<file path="config.mk">
export PLATFORM = sky130hd
export DESIGN_NAME = mu_broadcast_arbiter_flat
export DESIGN_NICKNAME = d
export VERILOG_FILES = /design/src/rtl/mu_broadcast_arbiter_pkg.sv /design/src/rtl/mu_broadcast_arbiter_if.sv /design/src/rtl/mu_broadcast_arbiter_rr_arbiter.sv /design/src/rtl/mu_broadcast_arbiter.sv /design/src/flat_wrapper.sv
export SDC_FILE = /design/constraint.sdc
export NUM_CORES = 1
export LEC_CHECK = 0
export ABC_CLOCK_PERIOD_IN_PS = 8500
export BUFFER_PORTS_ARGS = -buffer_cell sky130_fd_sc_hd__buf_2
export CAP_MARGIN = 30
export CORE_AREA = 2 2 218 220
export DETAILED_ROUTE_END_ITERATION = 8
export DIE_AREA = 0 0 220 222
export MAX_ROUTING_LAYER = met4
export SLEW_MARGIN = 25
export SYNTH_ARGS = -nofsm -noshare
export SYNTH_HDL_FRONTEND = slang
export SYNTH_SLANG_ARGS = --single-unit
</file>
<file path="constraint.sdc">
create_clock -name clk -period 8.5 [get_ports clk]
set_input_delay 1.7 -clock clk [delete_from_list [all_inputs] [get_ports clk]]
set_output_delay 1.7 -clock clk [all_outputs]
set_load 0.05 [all_outputs]
</file>
<file path="src/rtl/mu_broadcast_arbiter_pkg.sv">
// Shared types and constants for the motion-update broadcast arbiter.
package mu_arb_pkg;

    typedef enum logic [1:0] {
        IDLE      = 2'b00,
        BROADCAST = 2'b01,
        DRAIN     = 2'b10,
        DONE      = 2'b11
    } mu_state_t;

    // Cache write-count cycle, buffer flip, one margin cycle.
    localparam int unsigned DRAIN_CYCLES     = 3;
    localparam int unsigned COORDS           = 3;
    localparam int unsigned BEAT_COUNT_WIDTH = 16;

    function automatic int unsigned particle_width(input int unsigned data_width);
        return COORDS * data_width;
    endfunction

    function automatic int unsigned dst_width(input int unsigned cell_id_width);
        return COORDS * cell_id_width;
    endfunction

endpackage

</file>
<file path="src/rtl/mu_broadcast_arbiter_if.sv">
// Requester/broadcast bus bundle for mu_broadcast_arbiter.
// beat_count exists only when MU_BEAT_COUNT_EN is defined.
interface mu_broadcast_arbiter_if #(
    parameter int unsigned DATA_WIDTH    = 32,
    parameter int unsigned CELL_ID_WIDTH = 4,
    parameter int unsigned NUM_REQ       = 4
);
    import mu_arb_pkg::*;

    localparam int unsigned PW   = particle_width(DATA_WIDTH);
    localparam int unsigned DSTW = dst_width(CELL_ID_WIDTH);

    logic                      start;
    logic [NUM_REQ-1:0]        req_valid;
    logic [NUM_REQ*PW-1:0]     req_data;
    logic [NUM_REQ*DSTW-1:0]   req_dst_cell;
    logic [NUM_REQ-1:0]        req_done;
    logic [NUM_REQ-1:0]        req_ready;
    logic                      motion_update_enable;
    logic [PW-1:0]             out_data;
    logic [DSTW-1:0]           out_data_dst_cell;
    logic                      out_data_valid;
    logic                      busy;
    logic                      done;
`ifdef MU_BEAT_COUNT_EN
    logic [BEAT_COUNT_WIDTH-1:0] beat_count;
`endif

    modport master (
        output start, req_valid, req_data, req_dst_cell, req_done,
        input  req_ready, motion_update_enable, out_data, out_data_dst_cell,
               out_data_valid, busy, done
`ifdef MU_BEAT_COUNT_EN
        , input beat_count
`endif
    );

    modport slave (
        input  start, req_valid, req_data, req_dst_cell, req_done,
        output req_ready, motion_update_enable, out_data, out_data_dst_cell,
               out_data_valid, busy, done
`ifdef MU_BEAT_COUNT_EN
        , output beat_count
`endif
    );

endinterface

</file>
<file path="src/rtl/mu_broadcast_arbiter_rr_arbiter.sv">
// Round-robin one-hot arbiter; pointer names the highest-priority index
// and moves to one past each granted requester.
module rr_arbiter #(
    parameter int unsigned NUM_REQ = 4
) (
    input  logic               clk,
    input  logic               rst,
    input  logic [NUM_REQ-1:0] req,
    output logic [NUM_REQ-1:0] grant
);
    localparam int unsigned PTR_W = (NUM_REQ > 1) ? $clog2(NUM_REQ) : 1;

    logic [PTR_W-1:0] ptr;
    logic [PTR_W-1:0] next_ptr;
    logic [PTR_W-1:0] idx;
    logic             found;

    always_comb begin
        grant    = '0;
        next_ptr = ptr;
        idx      = '0;
        found    = 1'b0;
        for (int unsigned off = 0; off < NUM_REQ; off++) begin
            idx = PTR_W'((32'(ptr) + off) % NUM_REQ);
            if (!found && req[idx]) begin
                grant[idx] = 1'b1;
                next_ptr   = (idx == PTR_W'(NUM_REQ - 1)) ? '0 : idx + 1'b1;
                found      = 1'b1;
            end
        end
    end

    always_ff @(posedge clk) begin
        if (rst) begin
            ptr <= '0;
        end else if (found) begin
            ptr <= next_ptr;
        end
    end

endmodule

</file>
<file path="src/rtl/mu_broadcast_arbiter.sv">
// Motion-update broadcast sequencer: arbitrates requesters onto the cache bus,
// drains, then pulses done. Optional beat counter under MU_BEAT_COUNT_EN.
module mu_broadcast_arbiter
    import mu_arb_pkg::*;
#(
    parameter int unsigned DATA_WIDTH    = 32,
    parameter int unsigned CELL_ID_WIDTH = 4,
    parameter int unsigned NUM_REQ       = 4
) (
    input  logic                  clk,
    input  logic                  rst,
    mu_broadcast_arbiter_if.slave bus
);
    localparam int unsigned PW   = particle_width(DATA_WIDTH);
    localparam int unsigned DSTW = dst_width(CELL_ID_WIDTH);

    mu_state_t          state;
    logic [NUM_REQ-1:0] done_latch;
    logic [1:0]         drain_cnt;
    logic [NUM_REQ-1:0] req_mask;
    logic [NUM_REQ-1:0] grant;
    logic [PW-1:0]      sel_data;
    logic [DSTW-1:0]    sel_dst;
    logic               any_grant;
    logic               all_done;

    // Latched requesters are masked; a same-cycle req_done still wins its beat.
    assign req_mask  = (state == BROADCAST) ? (bus.req_valid & ~done_latch) : '0;
    assign any_grant = |grant;
    assign all_done  = &(done_latch | bus.req_done);
    assign bus.req_ready = grant;

    rr_arbiter #(.NUM_REQ(NUM_REQ)) u_rr (
        .clk   (clk),
        .rst   (rst),
        .req   (req_mask),
        .grant (grant)
    );

    always_comb begin
        sel_data = '0;
        sel_dst  = '0;
        for (int unsigned i = 0; i < NUM_REQ; i++) begin
            if (grant[i]) begin
                sel_data = bus.req_data[i*PW +: PW];
                sel_dst  = bus.req_dst_cell[i*DSTW +: DSTW];
            end
        end
    end

    always_ff @(posedge clk) begin
        if (rst) begin
            state                    <= IDLE;
            done_latch               <= '0;
            drain_cnt                <= '0;
            bus.motion_update_enable <= 1'b0;
            bus.out_data             <= '0;
            bus.out_data_dst_cell    <= '0;
            bus.out_data_valid       <= 1'b0;
            bus.busy                 <= 1'b0;
            bus.done                 <= 1'b0;
        end else begin
            bus.done <= 1'b0;
            case (state)
                IDLE: begin
                    done_latch            <= '0;
                    drain_cnt             <= '0;
                    bus.out_data          <= '0;
                    bus.out_data_dst_cell <= '0;
                    bus.out_data_valid    <= 1'b0;
                    if (bus.start) begin
                        state                    <= BROADCAST;
                        bus.motion_update_enable <= 1'b1;
                        bus.busy                 <= 1'b1;
                    end
                end
                BROADCAST: begin
                    done_latch            <= done_latch | bus.req_done;
                    bus.out_data          <= sel_data;
                    bus.out_data_dst_cell <= sel_dst;
                    bus.out_data_valid    <= any_grant;
                    if (all_done && !any_grant) begin
                        state                    <= DRAIN;
                        drain_cnt                <= '0;
                        bus.motion_update_enable <= 1'b0;
                    end
                end
                DRAIN: begin
                    bus.out_data          <= '0;
                    bus.out_data_dst_cell <= '0;
                    bus.out_data_valid    <= 1'b0;
                    if (drain_cnt == 2'(DRAIN_CYCLES - 1)) begin
                        state    <= DONE;
                        bus.done <= 1'b1;
                        bus.busy <= 1'b0;
                    end else begin
                        drain_cnt <= drain_cnt + 2'd1;
                    end
                end
                DONE: begin
                    state <= IDLE;
                end
                default: begin
                    state <= IDLE;
                end
            endcase
        end
    end

`ifdef MU_BEAT_COUNT_EN
    always_ff @(posedge clk) begin
        if (rst) begin
            bus.beat_count <= '0;
        end else if (state == IDLE && bus.start) begin
            bus.beat_count <= '0;
        end else if (bus.out_data_valid && bus.beat_count != '1) begin
            bus.beat_count <= bus.beat_count + 1'b1;
        end
    end
`endif

endmodule

</file>
<file path="src/flat_wrapper.sv">
// flat-port wrapper written by rule: the top's interface ports become plain ports
module mu_broadcast_arbiter_flat import mu_arb_pkg::*;
#(
    parameter int unsigned DATA_WIDTH    = 32,
    parameter int unsigned CELL_ID_WIDTH = 4,
    parameter int unsigned NUM_REQ       = 4
)
  (clk, rst, bus_start, bus_req_valid, bus_req_data, bus_req_dst_cell, bus_req_done, bus_req_ready, bus_motion_update_enable, bus_out_data, bus_out_data_dst_cell, bus_out_data_valid, bus_busy, bus_done);
  mu_broadcast_arbiter_if #(.DATA_WIDTH(DATA_WIDTH), .CELL_ID_WIDTH(CELL_ID_WIDTH), .NUM_REQ(NUM_REQ)) bus_i ();
  input  logic clk;
  input  logic rst;
  input wire logic [$bits(bus_i.start)-1:0] bus_start;
  input wire logic [$bits(bus_i.req_valid)-1:0] bus_req_valid;
  input wire logic [$bits(bus_i.req_data)-1:0] bus_req_data;
  input wire logic [$bits(bus_i.req_dst_cell)-1:0] bus_req_dst_cell;
  input wire logic [$bits(bus_i.req_done)-1:0] bus_req_done;
  output wire logic [$bits(bus_i.req_ready)-1:0] bus_req_ready;
  output wire logic [$bits(bus_i.motion_update_enable)-1:0] bus_motion_update_enable;
  output wire logic [$bits(bus_i.out_data)-1:0] bus_out_data;
  output wire logic [$bits(bus_i.out_data_dst_cell)-1:0] bus_out_data_dst_cell;
  output wire logic [$bits(bus_i.out_data_valid)-1:0] bus_out_data_valid;
  output wire logic [$bits(bus_i.busy)-1:0] bus_busy;
  output wire logic [$bits(bus_i.done)-1:0] bus_done;
  assign bus_i.start = bus_start;
  assign bus_i.req_valid = bus_req_valid;
  assign bus_i.req_data = bus_req_data;
  assign bus_i.req_dst_cell = bus_req_dst_cell;
  assign bus_i.req_done = bus_req_done;
  assign bus_req_ready = bus_i.req_ready;
  assign bus_motion_update_enable = bus_i.motion_update_enable;
  assign bus_out_data = bus_i.out_data;
  assign bus_out_data_dst_cell = bus_i.out_data_dst_cell;
  assign bus_out_data_valid = bus_i.out_data_valid;
  assign bus_busy = bus_i.busy;
  assign bus_done = bus_i.done;
  mu_broadcast_arbiter #(.DATA_WIDTH(DATA_WIDTH), .CELL_ID_WIDTH(CELL_ID_WIDTH), .NUM_REQ(NUM_REQ)) u_core (.clk(clk), .rst(rst), .bus(bus_i));
endmodule
</file>
======== Word-level counts from Yosys, hierarchy flattened ========
Index checks and enable logic that the tools add are counted.
storage, ports and cells
  flip-flop bits (word level) ............. 122
  bits of input ports ..................... 443
  output and inout bits ................... 116
  logic and storage cells ................. 130
cells by class
  $add $sub $neg .......................... 8
  $lt $le $gt $ge ......................... 8
  equal/unequal tests ..................... 12
  mux-type cells .......................... 58
  bitwise operators ....................... 7
  reduce and logical (&&, ||, !) cells .... 27
operators with widths
  operator                                                                              count
  96-bit 2-to-1 mux                                                                     4
  96-bit one-hot mux with 2 select lines                                                1
  12-bit 2-to-1 mux                                                                     4
  2-bit 2-to-1 mux                                                                      13
  12-bit one-hot mux with 2 select lines                                                1
  4-bit 2-to-1 mux                                                                      5
  1-bit 2-to-1 mux                                                                      16
  4-bit bitwise OR                                                                      4
  2-bit == test (second input constant)                                                 7
  2-bit by 1-bit adder with 2-bit output (second input constant)                        6
  2-bit by 3-bit < comparator with 1-bit output (second input constant)                 4
  3-bit AND reduction                                                                   4
  1-bit binary-select mux with 2-bit select                                             4
  1-bit demux with 2-bit select                                                         4
  2-bit by 1-bit greater-or-equal comparator with 1-bit output (second input constant)  4
  1-bit logical AND                                                                     8
  2-bit one-hot mux with 4 select lines                                                 1
  4-bit one-hot mux with 2 select lines                                                 1
  2-bit != test (second input constant)                                                 3
  1-bit one-hot mux with 2 select lines                                                 3
  2-bit one-hot mux with 3 select lines                                                 1
  2-bit nonzero test                                                                    3
  2-bit adder (second input constant)                                                   2
  4-bit bitwise AND                                                                     1
  12 further kinds                                                                      16

======== Logic depth before layout (Yosys ltp) ========
Gate-level depths: netlist of the first run.
  word-level depth ........................ 20
  depth in mapped cells ................... 17
  mapped depth without buffers ............ 11

======== By module ========
From an unflattened synthesis of the first run, not the netlist that was laid out.
second synthesis, totals
  cell total of the unflattened synthesis .. 890
  area total of the unflattened synthesis .. 7,488.4 um2
modules (own cells, without submodules)
  module                instances  cells each  area each (um2)  seq. area each (um2)
  mu_broadcast_arbiter  1          827         6,906.6          2,402.3
  rr_arbiter            1          63          581.8            40.0

======== Worst setup path after synthesis of the first run ========
OpenSTA, ideal clock, no wires.
  path type ............................... input to output
  start ................................... input port bus_req_valid[2]
  end ..................................... output port bus_req_ready[2]
  data arrival time ....................... 3,617 ps
  data required time ...................... 6,800 ps
  slack ................................... 3,183 ps
  cell stages on the path ................. 10
  cell sequence ........................... nor4bb_1 -> o21ai_1 -> and2_1 -> buf_2 -> o311ai_1 -> a22oi_1 -> buf_4 -> inv_2 -> buf_2 -> buf_1
on the way
  word-level cells in the longest chain between the ends .. 14
ends and longest elaborated chain
  what                                       RTL line                               RTL
  from (decl)                                flat_wrapper.sv:13                     input wire logic [$bits(bus_i.req_valid)-1:0] bus_req_valid;
  4-bit bitwise AND (*)                      mu_broadcast_arbiter.sv:28             assign req_mask = (state == BROADCAST) ? (bus.req_valid & ~done_latch) : '0;
  4-bit 2-to-1 mux (*)                       mu_broadcast_arbiter.sv:28
  1-bit binary-select mux with 2-bit select  mu_broadcast_arbiter_rr_arbiter.sv:25  if (!found && req[idx]) begin
  1-bit 2-to-1 mux (not written as such)     mu_broadcast_arbiter_rr_arbiter.sv:25
  1-bit 2-to-1 mux                           mu_broadcast_arbiter_rr_arbiter.sv:25
  1-bit logical NOT                          mu_broadcast_arbiter_rr_arbiter.sv:25
  1-bit logical AND                          mu_broadcast_arbiter_rr_arbiter.sv:25
  1-bit 2-to-1 mux                           mu_broadcast_arbiter_rr_arbiter.sv:25
  1-bit logical NOT                          mu_broadcast_arbiter_rr_arbiter.sv:25
  1-bit logical AND                          mu_broadcast_arbiter_rr_arbiter.sv:25
  1-bit 2-to-1 mux                           mu_broadcast_arbiter_rr_arbiter.sv:25
  1-bit logical NOT                          mu_broadcast_arbiter_rr_arbiter.sv:25
  1-bit logical AND                          mu_broadcast_arbiter_rr_arbiter.sv:25
  4-bit 2-to-1 mux (*)                       mu_broadcast_arbiter_rr_arbiter.sv:25
  to (decl)                                  flat_wrapper.sv:17                     output wire logic [$bits(bus_i.req_ready)-1:0] bus_req_ready;
Every way passes the cells marked *; elsewhere a longest branch is shown, timed or not. The select of a mux whose other input is x is not followed.

======== Final worst setup path of the first run ========
  start ................................... register u_core.u_rr.ptr[0]
  end ..................................... output port bus_req_ready[1]
on the way
  word-level cells in the longest chain between the ends .. 12
ends and longest elaborated chain
  what                                                                                    RTL line                               RTL
  from (decl)                                                                             mu_broadcast_arbiter_rr_arbiter.sv:13  logic [PTR_W-1:0] ptr;
  from (signal assigned)                                                                  mu_broadcast_arbiter_rr_arbiter.sv:37  ptr <= next_ptr;
  branches (longest 11 deep; another with 2-bit by 3-bit < comparator with 1-bit output)  --
  4-bit 2-to-1 mux (*)                                                                    mu_broadcast_arbiter_rr_arbiter.sv:25
Mark *: on every way between the ends. The select of a mux whose other input is x is not followed.

==> metrics.md, run 1 <==
| Metric | Value |
|---|---|
| Post-CTS setup buffer count | `0` |
| Total routing usage reported by global routing | `a little over an eighth` |
| Worst-Margin Slew | `931.9 ps` |
| Total power draw | `4.756 mW` |
| Power dissipated by switching net loads | `2.553 mW` |
| Fin crit share | `65.75%` |
| Cell accounting for the most synthesized area | `dfxtp_1` |
| Synth-to-layout area growth | `52.94%` |
| Detailed-route wire length | `roughly 35000 um` |
| Async SR Flop Fraction | `0%` |
| Antenna violations before repair | `0` |
| Clock latency reported for the late side of the worst-skew pair | `between 400 and 500 ps` |
| Ys flop type | `dfxtp_1` |
| Utilization after layout | `a little under a quarter` |
| Number of cells produced by synthesis | `813` |
| Internal power component | `2.203 mW` |
| Avg Inst Size Synth | `8.826 um2` |
| CTS H-Tree Depth | `4` |
| Detailed-placement wirelength estimate | `25500 um` |
| Wire length of the first global-routing pass | `49290 um` |
| Quantity of hold-fixing buffers added after cts | `0` |
| EDFF count, synth | `0` |
| Share of synthesized area occupied by flip-flops and latches | `approximately a third` |
| Clock Sinks | `between 100 and 150` |
| Clock skew | `10.71 ps` |
| Starting density of the core | `15.51%` |
| Clock slew at reported path FFs | `around 60 ps` |
| Number of instances in the placed design | `about 1900` |
| Number of endpoints with negative hold slack in the final report | `0` |
| Number of design-rule violations left by the first detailed-router iteration | `623` |
| Crit path launch type | `flop` |
| Die Y-Extent | `about 220 um` |
| Cts bufs inserted | `17` |
| Pin count of the biggest net entering global routing | `112` |
| Min Tclk post-route | `about 5600 ps` |
| Run status | `completed` |
| Average wire per cell in the routed design | `18.03 um` |
| Number of library cell types mapped by synthesis | `49` |
| Part of the power in combinational logic | `66.9%` |
| Worst hold path type | `flop to flop` |
| Pwr per Cell Area | `433.4 nW/um2` |
| Quantity of gates resized following cts | `0` |
| Top achievable clock speed | `178.9 MHz` |
| Final non-filler cell area | `~11000 um2` |
| Number of placement rows | `79` |
| First drt pass iteration count | `6` |
| Final RePlAce weighted congestion | `just over 0.9` |
| Top library cells by usage in the layout, fill and taps aside | `buf_2 (557), dfxtp_1 (122), a21oi_1 (119)` |
| CTS tree | `built` |
| Overall die width | `220 um` |
| Post-route ant nets | `0` |
| # nets final | `1753` |
| TNS Setup | `0 ps` |
| Total of max-cap violations | `0` |
| Final antenna diode count | `0` |
| Via count | `slightly above 9000` |
| Final Instance Count excl. Fillers | `1916` |
| Maximum fanout along the worst path | `111` |
| Arrival time worst endpoint | `between 3000 and 4000 ps` |
| Worst setup path category | `flop to output pin` |
| Rel. slew slack | `37.87%` |
| Crit path required time | `6800 ps` |
| Core area | `46260 um2` |
| Via count of the first global-routing pass | `just under 9000` |
| Worst vdd ir | `0.1877 mV` |
| Number of nets produced by synthesis | `1270` |
| Leading cell type in the layout, fill and taps excluded | `buf_2` |
| CTS Root Buffer Type | `clkbuf_16` |
| DR DRC count | `0` |
| Full die area | `48840 um2` |
| Post-Route Hold Slack | `470.6 ps` |
| Detail-routed via count per cell | `4.863` |
| Power share of the clock group | `14.3%` |
| Max clock buf depth | `2` |
| Share of the synthesized area in the top cell type | `34.04%` |
| Share of total power in sequential cells | `a little under a fifth` |
| Number of setup violations in the final report | `0` |
| IO Pins | `559` |
| Kind of end point of the critical path | `output pin` |
| Post-DP Area | `10440 um2` |
| DP Worst Slack | `roughly 2900 ps` |
| Share of post-route cells with drive strength above 1 | `between 40% and 50%` |
| Number of warnings issued by yosys | `0` |
| Total gr overflow | `0` |
| Setup repair after global routing missed its margin | `no` |
| Cell types with the largest area share after synthesis | `dfxtp_1 (34%), a221o_1 (15%), a22oi_1 (12%), o211ai_1 (12%), a21oi_1 (8.3%)` |
| Number of buffer cells added on primary ports | `558` |
| Netlist Area Pre-Place | `7176 um2` |
| Leakage power of the design | `4.726 nW` |
| Setup ws final | `2911 ps` |
| Max-slew violation count | `0` |
| Flop and latch count out of synthesis | `122` |
| Fraction of power spent switching nets | `a little over half` |
[cells in the mapped netlist, types with 2 or more instances]
master / instances
nor3_1: 4
o21a_1: 3
o2111ai_1: 2
o41a_1: 2
nand2_1: 20
a221o_1: 108
a22oi_1: 114
o211ai_1: 111
buf_2: 27
o211a_1: 3
buf_1: 4
or3_1: 2
o2bb2ai_1: 2
a21oi_1: 119
nand4b_1: 3
ha_1: 14
clkbuf_1: 72
o22ai_1: 4
nand4bb_1: 3
o21ai_0: 11
nor4bb_1: 2
nand2b_1: 2
o21ai_1: 4
nor2b_1: 2
a211oi_1: 2
inv_1: 9
nor2_1: 17
mux2i_1: 2
dfxtp_1: 122
and4b_1: 4
[per-layer routing]
layer	part of all wire, %	global-route usage, %	up-vias
li1	-	-	4344
met3	9.2	3.580	52
met4	2.7	6.213	0
met5	0	-	-
met1	38	14.43	4408
met2	50	23.60	513
[power by group through the flow]
stage	logic (mW)	registers [mW]	clock network (mW)
after global routing	3.38	0.916	0.733
after floorplan	1.74	1.51	0
after CTS	3.18	0.891	0.711
after detailed placement	3.16	0.898	0
final	3.18	0.893	0.681
after global placement	3.13	0.894	0
[sequential cells by signal, indices dropped and copies added, names as in the netlist]
| register | count |
|---|---|
| u_core.drain_cnt | 2 |
| u_core.bus.busy | 1 |
| u_core.bus.out_data_dst_cell | 12 |
| u_core.bus.motion_update_enable | 1 |
| u_core.bus.done | 1 |
| u_core.bus.out_data_valid | 1 |
| u_core.done_latch | 4 |
| u_core.u_rr.ptr | 2 |
| u_core.state | 2 |
| u_core.bus.out_data | 96 |
[worst paths after layout]
check,start,end,slack [ps],cells after the start
setup / recovery,u_core.u_rr.ptr[0],bus_req_ready[1],2910,9
hold / removal,u_core.drain_cnt[1],u_core.drain_cnt[1],470,2
setup reg to reg,u_core.u_rr.ptr[0],u_core.bus.out_data[89],4150,12
hold reg to reg,u_core.drain_cnt[1],u_core.drain_cnt[1],470,2
[worst max-delay path: stages (launching register included)]
cell and delay [ps]:
dfxtp_1 790, inv_1 200, ha_1 520, inv_1 190
o21ai_1 140, nand2_1 140, o311a_1 420, o21ai_4 190
buf_12 420, buf_2 360
[cells by family after synthesis]
kind of cell	after synthesis	share of synthesized area [%]
AOI/OAI and AO/OA	491	50.79
DFF	122	34.04
buffers and inverters	115	6.643
and+or+nand+nor	69	5.807
adders and majority gates	14	2.441
muxes	2	0.2790
[final cells by class]
cell class | instances | area (um2)
clock buffers | 19 | 432.9
clock inverters | 13 | 105.1
fillers | 5059 | 35290
inverters | 10 | 40.04
multi-input cells | 576 | 4300
flip-flops and latches | 122 | 2442
well taps | 607 | 759.5
repair buffers | 569 | 2894
Power figures use the tool's default switching activity.
==> run 2, diff against run 1 <==
--- a/config.mk
+++ b/config.mk
@@ -5,7 +5,7 @@
 export SDC_FILE = /design/constraint.sdc
 export NUM_CORES = 1
 export LEC_CHECK = 0
-export ABC_CLOCK_PERIOD_IN_PS = 8500
+export ABC_CLOCK_PERIOD_IN_PS = 5700
 export BUFFER_PORTS_ARGS = -buffer_cell sky130_fd_sc_hd__buf_2
 export CAP_MARGIN = 30
 export CORE_AREA = 2 2 218 220
==> constraint.sdc (replaced) <==
create_clock -name clk -period 5.7 [get_ports clk]
set_input_delay 1.14 -clock clk [delete_from_list [all_inputs] [get_ports clk]]
set_output_delay 1.14 -clock clk [all_outputs]
set_load 0.05 [all_outputs]
==> run 2 against run 1 <==
Die area unchanged. Critical path depth unchanged. First-iteration DRC count decreased by 6.4%. Clock skew increased by 7.4 ps. Clock-buffer cell count up 2. Global-route usage increased by 0.69 points. Core utilization increased by 0.26 points. Sequential share of layout area shrank 0.24 points. Critical endpoint is now bus_req_ready[2].
==> metrics.md, run 2 (synthesis results as in run 1) <==
| Metric | Value |
|---|---|
| Run status | `completed` |
| Fin crit share | `a little over four fifths` |
| Worst hold path type | `flop to flop` |
| Kind of end point of the critical path | `output pin` |
| Overall die width | `220 um (unchanged)` |
| Library cell appearing most often on the critical path | `inv_1` |
| Pwr per Cell Area | `658.6 nW/um2 (+52%)` |
| First drt pass iteration count | `5 (-1)` |
| Clock Sinks | `122 (unchanged)` |
| Clock skew | `18.13 ps (+7.423 ps)` |
| Via count | `9401 (+0.90%)` |
| Number of flip-flops under the largest register name | `96 (unchanged)` |
| Leading cell type in the layout, fill and taps excluded | `buf_2` |
| Worst-Margin Slew | `826.8 ps (-105.2 ps)` |
| Share of post-route cells with drive strength above 1 | `46.64% (+0.12 points)` |
| Die Y-Extent | `222 um (unchanged)` |
| Synth-to-layout area growth | `54.61%` |
| Quantity of gates resized following cts | `0 (unchanged)` |
| Min Tclk post-route | `4797 ps` |
| Crit path required time | `4560 ps (-2240 ps)` |
| Top Registers | `u_core.bus.out_data (96), u_core.bus.out_data_dst_cell (12), u_core.done_latch (4)` |
| Clock latency reported for the late side of the worst-skew pair | `470 ps (about the same)` |
| Final RePlAce weighted congestion | `0.9125 (about the same)` |
| Detailed-route wire length | `35990 um (+4.2%)` |
| Maximum fanout along the worst path | `56 (-50%)` |
| Max-slew violation count | `0 (unchanged)` |
| Starting density of the core | `15.51% (unchanged)` |
| Setup ws final | `903.0 ps (-2008 ps)` |
| DR DRC count | `0 (unchanged)` |
| Rel. slew slack | `44.88% (+7.0 points)` |
| Number of placement rows | `79 (unchanged)` |
| Wire length of the first global-routing pass | `51580 um (+4.7%)` |
| Arrival time worst endpoint | `3660 ps (-230 ps)` |
| DP Worst Slack | `1366 ps (-1577 ps)` |
| Crit path launch type | `flop` |
| Leakage power of the design | `4.776 nW (+1.1%)` |
| TNS Setup | `0 ps (unchanged)` |
| Top library cells by usage in the layout, fill and taps aside | `buf_2 (557), dfxtp_1 (122), a21oi_1 (119)` |
| Total gr overflow | `0 (unchanged)` |
| Total routing usage reported by global routing | `14.33% (+0.69 points)` |
| Top achievable clock speed | `208.5 MHz` |
| Fillers | `5071 (+0.24%)` |
| Cts bufs inserted | `17 (unchanged)` |
| Full die area | `48840 um2 (unchanged)` |
| Pin count of the biggest net entering global routing | `65 (-42%)` |
| Worst vdd ir | `0.4295 mV (+130%)` |
| Max clock buf depth | `2 (unchanged)` |
| Setup repair after global routing missed its margin | `no` |
| Total of max-cap violations | `0 (unchanged)` |
| Number of setup violations in the final report | `0 (unchanged)` |
| CTS tree | `built` |
| Largest stage delay, worst path | `740 ps (-50 ps)` |
| CTS H-Tree Depth | `4 (unchanged)` |
| Core area | `46260 um2 (unchanged)` |
| # nets final | `1754 (+0.057%)` |
| Clock slew at reported path FFs | `60 ps (about the same)` |
| Cell at the slowest stage of the critical path | `dfxtp_1` |
| CTS Root Buffer Type | `clkbuf_16` |
| Antenna violations before repair | `2 (+2)` |
| IO Pins | `559 (unchanged)` |
| Worst setup path category | `flop to output pin` |
| Post-route ant nets | `0 (unchanged)` |
| Number of design-rule violations left by the first detailed-router iteration | `583 (-6.4%)` |
| Via count of the first global-routing pass | `9074 (+2.7%)` |
| Total power draw | `7.307 mW (+54%)` |
| Number of buffer cells added on primary ports | `558 (unchanged)` |
| Most flop-heavy register | `u_core.bus.out_data` |
| Number of endpoints with negative hold slack in the final report | `0 (unchanged)` |
| Critical path, cell by cell | `inv_1, ha_1, inv_1, o21ai_1, nand2_1, o311ai_1, a22oi_2, inv_4, buf_2` |
| Detail-routed via count per cell | `4.899 (+0.74%)` |
| Post-CTS setup buffer count | `0 (unchanged)` |
| Average wire per cell in the routed design | `18.75 um (+4.0%)` |
| Detailed-placement wirelength estimate | `26490 um (+3.9%)` |
| Quantity of hold-fixing buffers added after cts | `0 (unchanged)` |
## run 2: cell count changes in the layout (fill, tap and decap cells not counted)
| cell | previous run | this run |
|---|---|---|
| buf_12 | 1 | 2 |
| buf_4 | 10 | 11 |
| buf_6 | 1 | 0 |
| bufinv_16 | 1 | 4 |
| clkbuf_1 | 2 | 1 |
| clkbuf_8 | 0 | 3 |
| clkinv_2 | 7 | 3 |
| clkinv_4 | 2 | 0 |
| diode_2 | 0 | 2 |
| inv_6 | 0 | 1 |
## run 2: layer usage
metal / up-vias / share of wire, % / routed length, um / GRT usage [%]
li1: 4350 / - / - / -
met1: 4455 / 39 / 13970 / 15.63
met5: - / 0 / 0 / -
met2: 552 / 50 / 17990 / 24.42
met3: 44 / 8.6 / 3110 / 3.306
met4: 0 / 2.5 / 913 / 6.863
## run 2: critical path: cells and delay by family (launching register included)
| family | cells | cell delay, ps |
|---|---|---|
| flops | 1 | 740 |
| fa+ha+maj | 1 | 470 |
| compound gates | 3 | 590 |
| simple gates | 1 | 150 |
| buf+inv | 4 | 1170 |
## run 2: area by class of cell
cell class              count  area [um2]  area share [%]
diodes                      2       5.005         0.04511
clock inverters            11       166.4           1.500
multi-input cells         576        4300           38.76
well taps                 607       759.5           6.846
repair buffers            570        2910           26.23
clock buffers              21       470.5           4.240
flip-flops and latches    122        2442           22.01
inverters                  10       40.04          0.3609
## run 2: worst paths after layout
check,end,startpoint,slack [ps],cells after the start
setup / recovery,bus_req_ready[2],u_core.u_rr.ptr[0],900,9
hold / removal,u_core.bus.busy,u_core.bus.busy,470,2
setup reg to reg,u_core.bus.out_data[80],u_core.u_rr.ptr[0],1490,12
hold reg to reg,u_core.bus.busy,u_core.bus.busy,470,2
## run 2: through the flow
stage,instances,util [%],instance area (um2),hold WS [ps]
after floorplan,813,-,7176,445.6
after global placement,1885,22.60,10450,454.0
after detailed placement,1885,22.60,10450,462.3
after CTS,1917,23.97,11090,471.4
after global routing,1919,23.98,11090,503.7
final,1919,23.98,11090,473.9
## run 2: report_power, final
part | leakage [nW] | switching [mW] | internal, mW
clock | 0.305 | 0.433 | 0.763
combinational | 3.48 | 3.23 | 1.55
sequential | 0.991 | 0.183 | 1.15
total | 4.78 | 3.84 | 3.46
==> run 3, diff against run 2 <==
--- a/config.mk
+++ b/config.mk
@@ -5,7 +5,7 @@
 export SDC_FILE = /design/constraint.sdc
 export NUM_CORES = 1
 export LEC_CHECK = 0
-export ABC_CLOCK_PERIOD_IN_PS = 5700
+export ABC_CLOCK_PERIOD_IN_PS = 4900
 export BUFFER_PORTS_ARGS = -buffer_cell sky130_fd_sc_hd__buf_2
 export CAP_MARGIN = 30
 export CORE_AREA = 2 2 218 220
==> constraint.sdc (replaced) <==
create_clock -name clk -period 4.9 [get_ports clk]
set_input_delay 0.98 -clock clk [delete_from_list [all_inputs] [get_ports clk]]
set_output_delay 0.98 -clock clk [all_outputs]
set_load 0.05 [all_outputs]
==> run 3 against run 2 <==
Die area unchanged. Worst setup slack got worse by 260 ps. Clock-buffer cell count increased by 1. Core utilization about the same. Worst hold slack improved by 1.3 ps. Sequential share of layout area about the same. Total power increased by 16%. Clock power increased by 7%. Critical endpoint is now bus_req_ready[3]. Largest cell class unchanged. Highest routed layer unchanged.
==> metrics.md, run 3 (synthesis results as in run 1) <==
| Metric | Value |
|---|---|
| Maximum fanout along the worst path | `19 (-66%)` |
| Total routing usage reported by global routing | `14.33% (about the same)` |
| TNS Setup | `0 ps (unchanged)` |
| # nets final | `1757 (+0.17%)` |
| Most flop-heavy register | `u_core.bus.out_data` |
| Antenna violations before repair | `4 (+2)` |
| Setup repair after global routing missed its margin | `no` |
| Worst-Margin Slew | `848.9 ps (+22.14 ps)` |
| Via count | `9474 (+0.78%)` |
| Detailed-placement wirelength estimate | `26500 um (about the same)` |
| Max clock buf depth | `2 (unchanged)` |
| Worst hold path type | `flop to flop` |
| Post-CTS setup buffer count | `0 (unchanged)` |
| Average wire per cell in the routed design | `18.68 um (-0.38%)` |
| Detailed-route wire length | `35890 um (-0.28%)` |
| Clock latency reported for the late side of the worst-skew pair | `470 ps (about the same)` |
| Min Tclk post-route | `4260 ps` |
| Full die area | `48840 um2 (unchanged)` |
| Starting density of the core | `15.51% (unchanged)` |
| Crit path launch type | `flop` |
| Total gr overflow | `0 (unchanged)` |
| Hold Crit Depth | `2 (unchanged)` |
| DR DRC count | `0 (unchanged)` |
| First drt pass iteration count | `5 (unchanged)` |
| IO Pins | `559 (unchanged)` |
| Internal power component | `3.999 mW (+15%)` |
| Post-route ant nets | `0 (unchanged)` |
| Quantity of hold-fixing buffers added after cts | `0 (unchanged)` |
| Clock slew at reported path FFs | `50 ps (about the same)` |
| Leakage power of the design | `4.776 nW (about the same)` |
| Power dissipated by switching net loads | `4.466 mW (+16%)` |
| Register-to-register setup slack | `900 ps (-590 ps)` |
| Share of total power in sequential cells | `18.2% (about the same)` |
| Number of placement rows | `79 (unchanged)` |
| Die Y-Extent | `222 um (unchanged)` |
| Wire length of the first global-routing pass | `52020 um (+0.84%)` |
| Total power draw | `8.465 mW (+16%)` |
| Core area | `46260 um2 (unchanged)` |
| Worst vdd ir | `0.5314 mV (+24%)` |
| Count of cells along the worst register-to-register path | `11 (-1)` |
| Number of endpoints with negative hold slack in the final report | `0 (unchanged)` |
| Cts bufs inserted | `17 (unchanged)` |
| Leading cell type in the layout, fill and taps excluded | `buf_2` |
| Clock Sinks | `122 (unchanged)` |
| Top Registers | `u_core.bus.out_data (96), u_core.bus.out_data_dst_cell (12), u_core.done_latch (4)` |
| Number of instances in the placed design | `1887 (+0.11%)` |
| Pwr per Cell Area | `762.1 nW/um2 (+16%)` |
| Final RePlAce weighted congestion | `0.9516 (+4.3%)` |
| Run status | `completed` |
| Share of post-route cells with drive strength above 1 | `46.64% (unchanged)` |
| Synth-to-layout area growth | `54.79%` |
| Number of flip-flops under the largest register name | `96 (unchanged)` |
| Overall die width | `220 um (unchanged)` |
| Top achievable clock speed | `234.8 MHz` |
| Fraction of power spent switching nets | `52.76% (+0.16 points)` |
| Number of design-rule violations left by the first detailed-router iteration | `754 (+29%)` |
| Arrival time worst endpoint | `3280 ps (-380 ps)` |
| Pin count of the biggest net entering global routing | `111 (+71%)` |
| Fillers | `5069 (-0.039%)` |
| Crit path required time | `3920 ps (-640 ps)` |
| Reg area | `2442 um2 (unchanged)` |
| Final Instance Count excl. Fillers | `1921 (+0.10%)` |
| Part of the power in combinational logic | `66.8% (+1.4 points)` |
| Kind of end point of the critical path | `output pin` |
| Top library cells by usage in the layout, fill and taps aside | `buf_2 (557), dfxtp_1 (122), a21oi_1 (119)` |
| Worst setup path category | `flop to output pin` |
| DP Worst Slack | `765.7 ps (-600.4 ps)` |
| Power share of the clock group | `15.1% (-1.3 points)` |
| CTS tree | `built` |
| Clock skew | `10.88 ps (-7.250 ps)` |
| Number of buffer cells added on primary ports | `558 (unchanged)` |
| Total of max-cap violations | `0 (unchanged)` |
| Setup ws final | `640.4 ps (-262.7 ps)` |
| Quantity of gates resized following cts | `0 (unchanged)` |
| CTS H-Tree Depth | `4 (unchanged)` |
| CTS Root Buffer Type | `clkbuf_16` |
| Detail-routed via count per cell | `4.932 (+0.67%)` |
| Rel. slew slack | `43.41% (-1.5 points)` |
| Fin crit share | `86.93%` |
| Multi-input gate area in the final layout | `4300 um2 (unchanged)` |
| Max-slew violation count | `0 (unchanged)` |
| Via count of the first global-routing pass | `8971 (-1.1%)` |
| Number of setup violations in the final report | `0 (unchanged)` |
==> run 3: cell types whose count changed in the layout (fill, tap and decap cells not counted) <==
cell / before / now
buf_12: 2 / 4
bufinv_16: 4 / 2
diode_2: 2 / 4
buf_16: 0 / 1
clkbuf_8: 3 / 4
clkinv_2: 3 / 2
inv_6: 1 / 0
==> run 3: area by class of cell <==
class	count	area share [%]
clock inverter	7	0.8336
multi-input combinational	576	38.72
sequential	122	21.99
clock buffer	22	4.360
timing repair buffer	573	26.81
tap	607	6.838
inverter	10	0.3605
antenna	4	0.09012
==> run 3: routing by layer <==
layer	vias to the layer above	wire (um)	GRT usage, %
met5	-	0	-
li1	4346	-	-
met2	568	17450	23.39
met1	4492	13710	15.43
met4	0	1183	7.751
met3	68	3540	4.431
==> run 3: stage by stage <==
| step | hold slack (ps) | cell area (um2) | utilization (%) |
|---|---|---|---|
| 2_1_floorplan | 445.6 | 7176 | - |
| 3_3_place_gp | 455.0 | 10490 | 22.68 |
| 3_5_place_dp | 475.3 | 10490 | 22.68 |
| 4_1_cts | 482.8 | 11070 | 23.93 |
| 5_1_grt | 525.8 | 11110 | 24.01 |
| 6_report | 475.2 | 11110 | 24.01 |
==> run 3: critical path, stage by stage (launching register included) <==
cell and delay [ps]:
dfxtp_1 360, inv_1 130, ha_1 540, and4bb_1 340, o21ai_0 110, a21oi_1 320, a211oi_1 180, o21ai_1 460
buf_2 370
==> run 3: power by group through the flow <==
stage	Combinational (mW)	Clock (mW)	Sequential, mW
final	5.65	1.28	1.54
after floorplan	3.01	0	2.62
after detailed placement	5.55	0	1.55
after global placement	5.55	0	1.54
after global routing	6.00	1.36	1.58
after CTS	5.58	1.33	1.53
==> run 3: worst paths after layout <==
path | startpoint | end
setup / recovery | u_core.state[1] | bus_req_ready[3]
hold / removal | u_core.drain_cnt[1] | u_core.drain_cnt[1]
setup reg to reg | u_core.state[1] | u_core.bus.out_data[91]
hold reg to reg | u_core.drain_cnt[1] | u_core.drain_cnt[1]
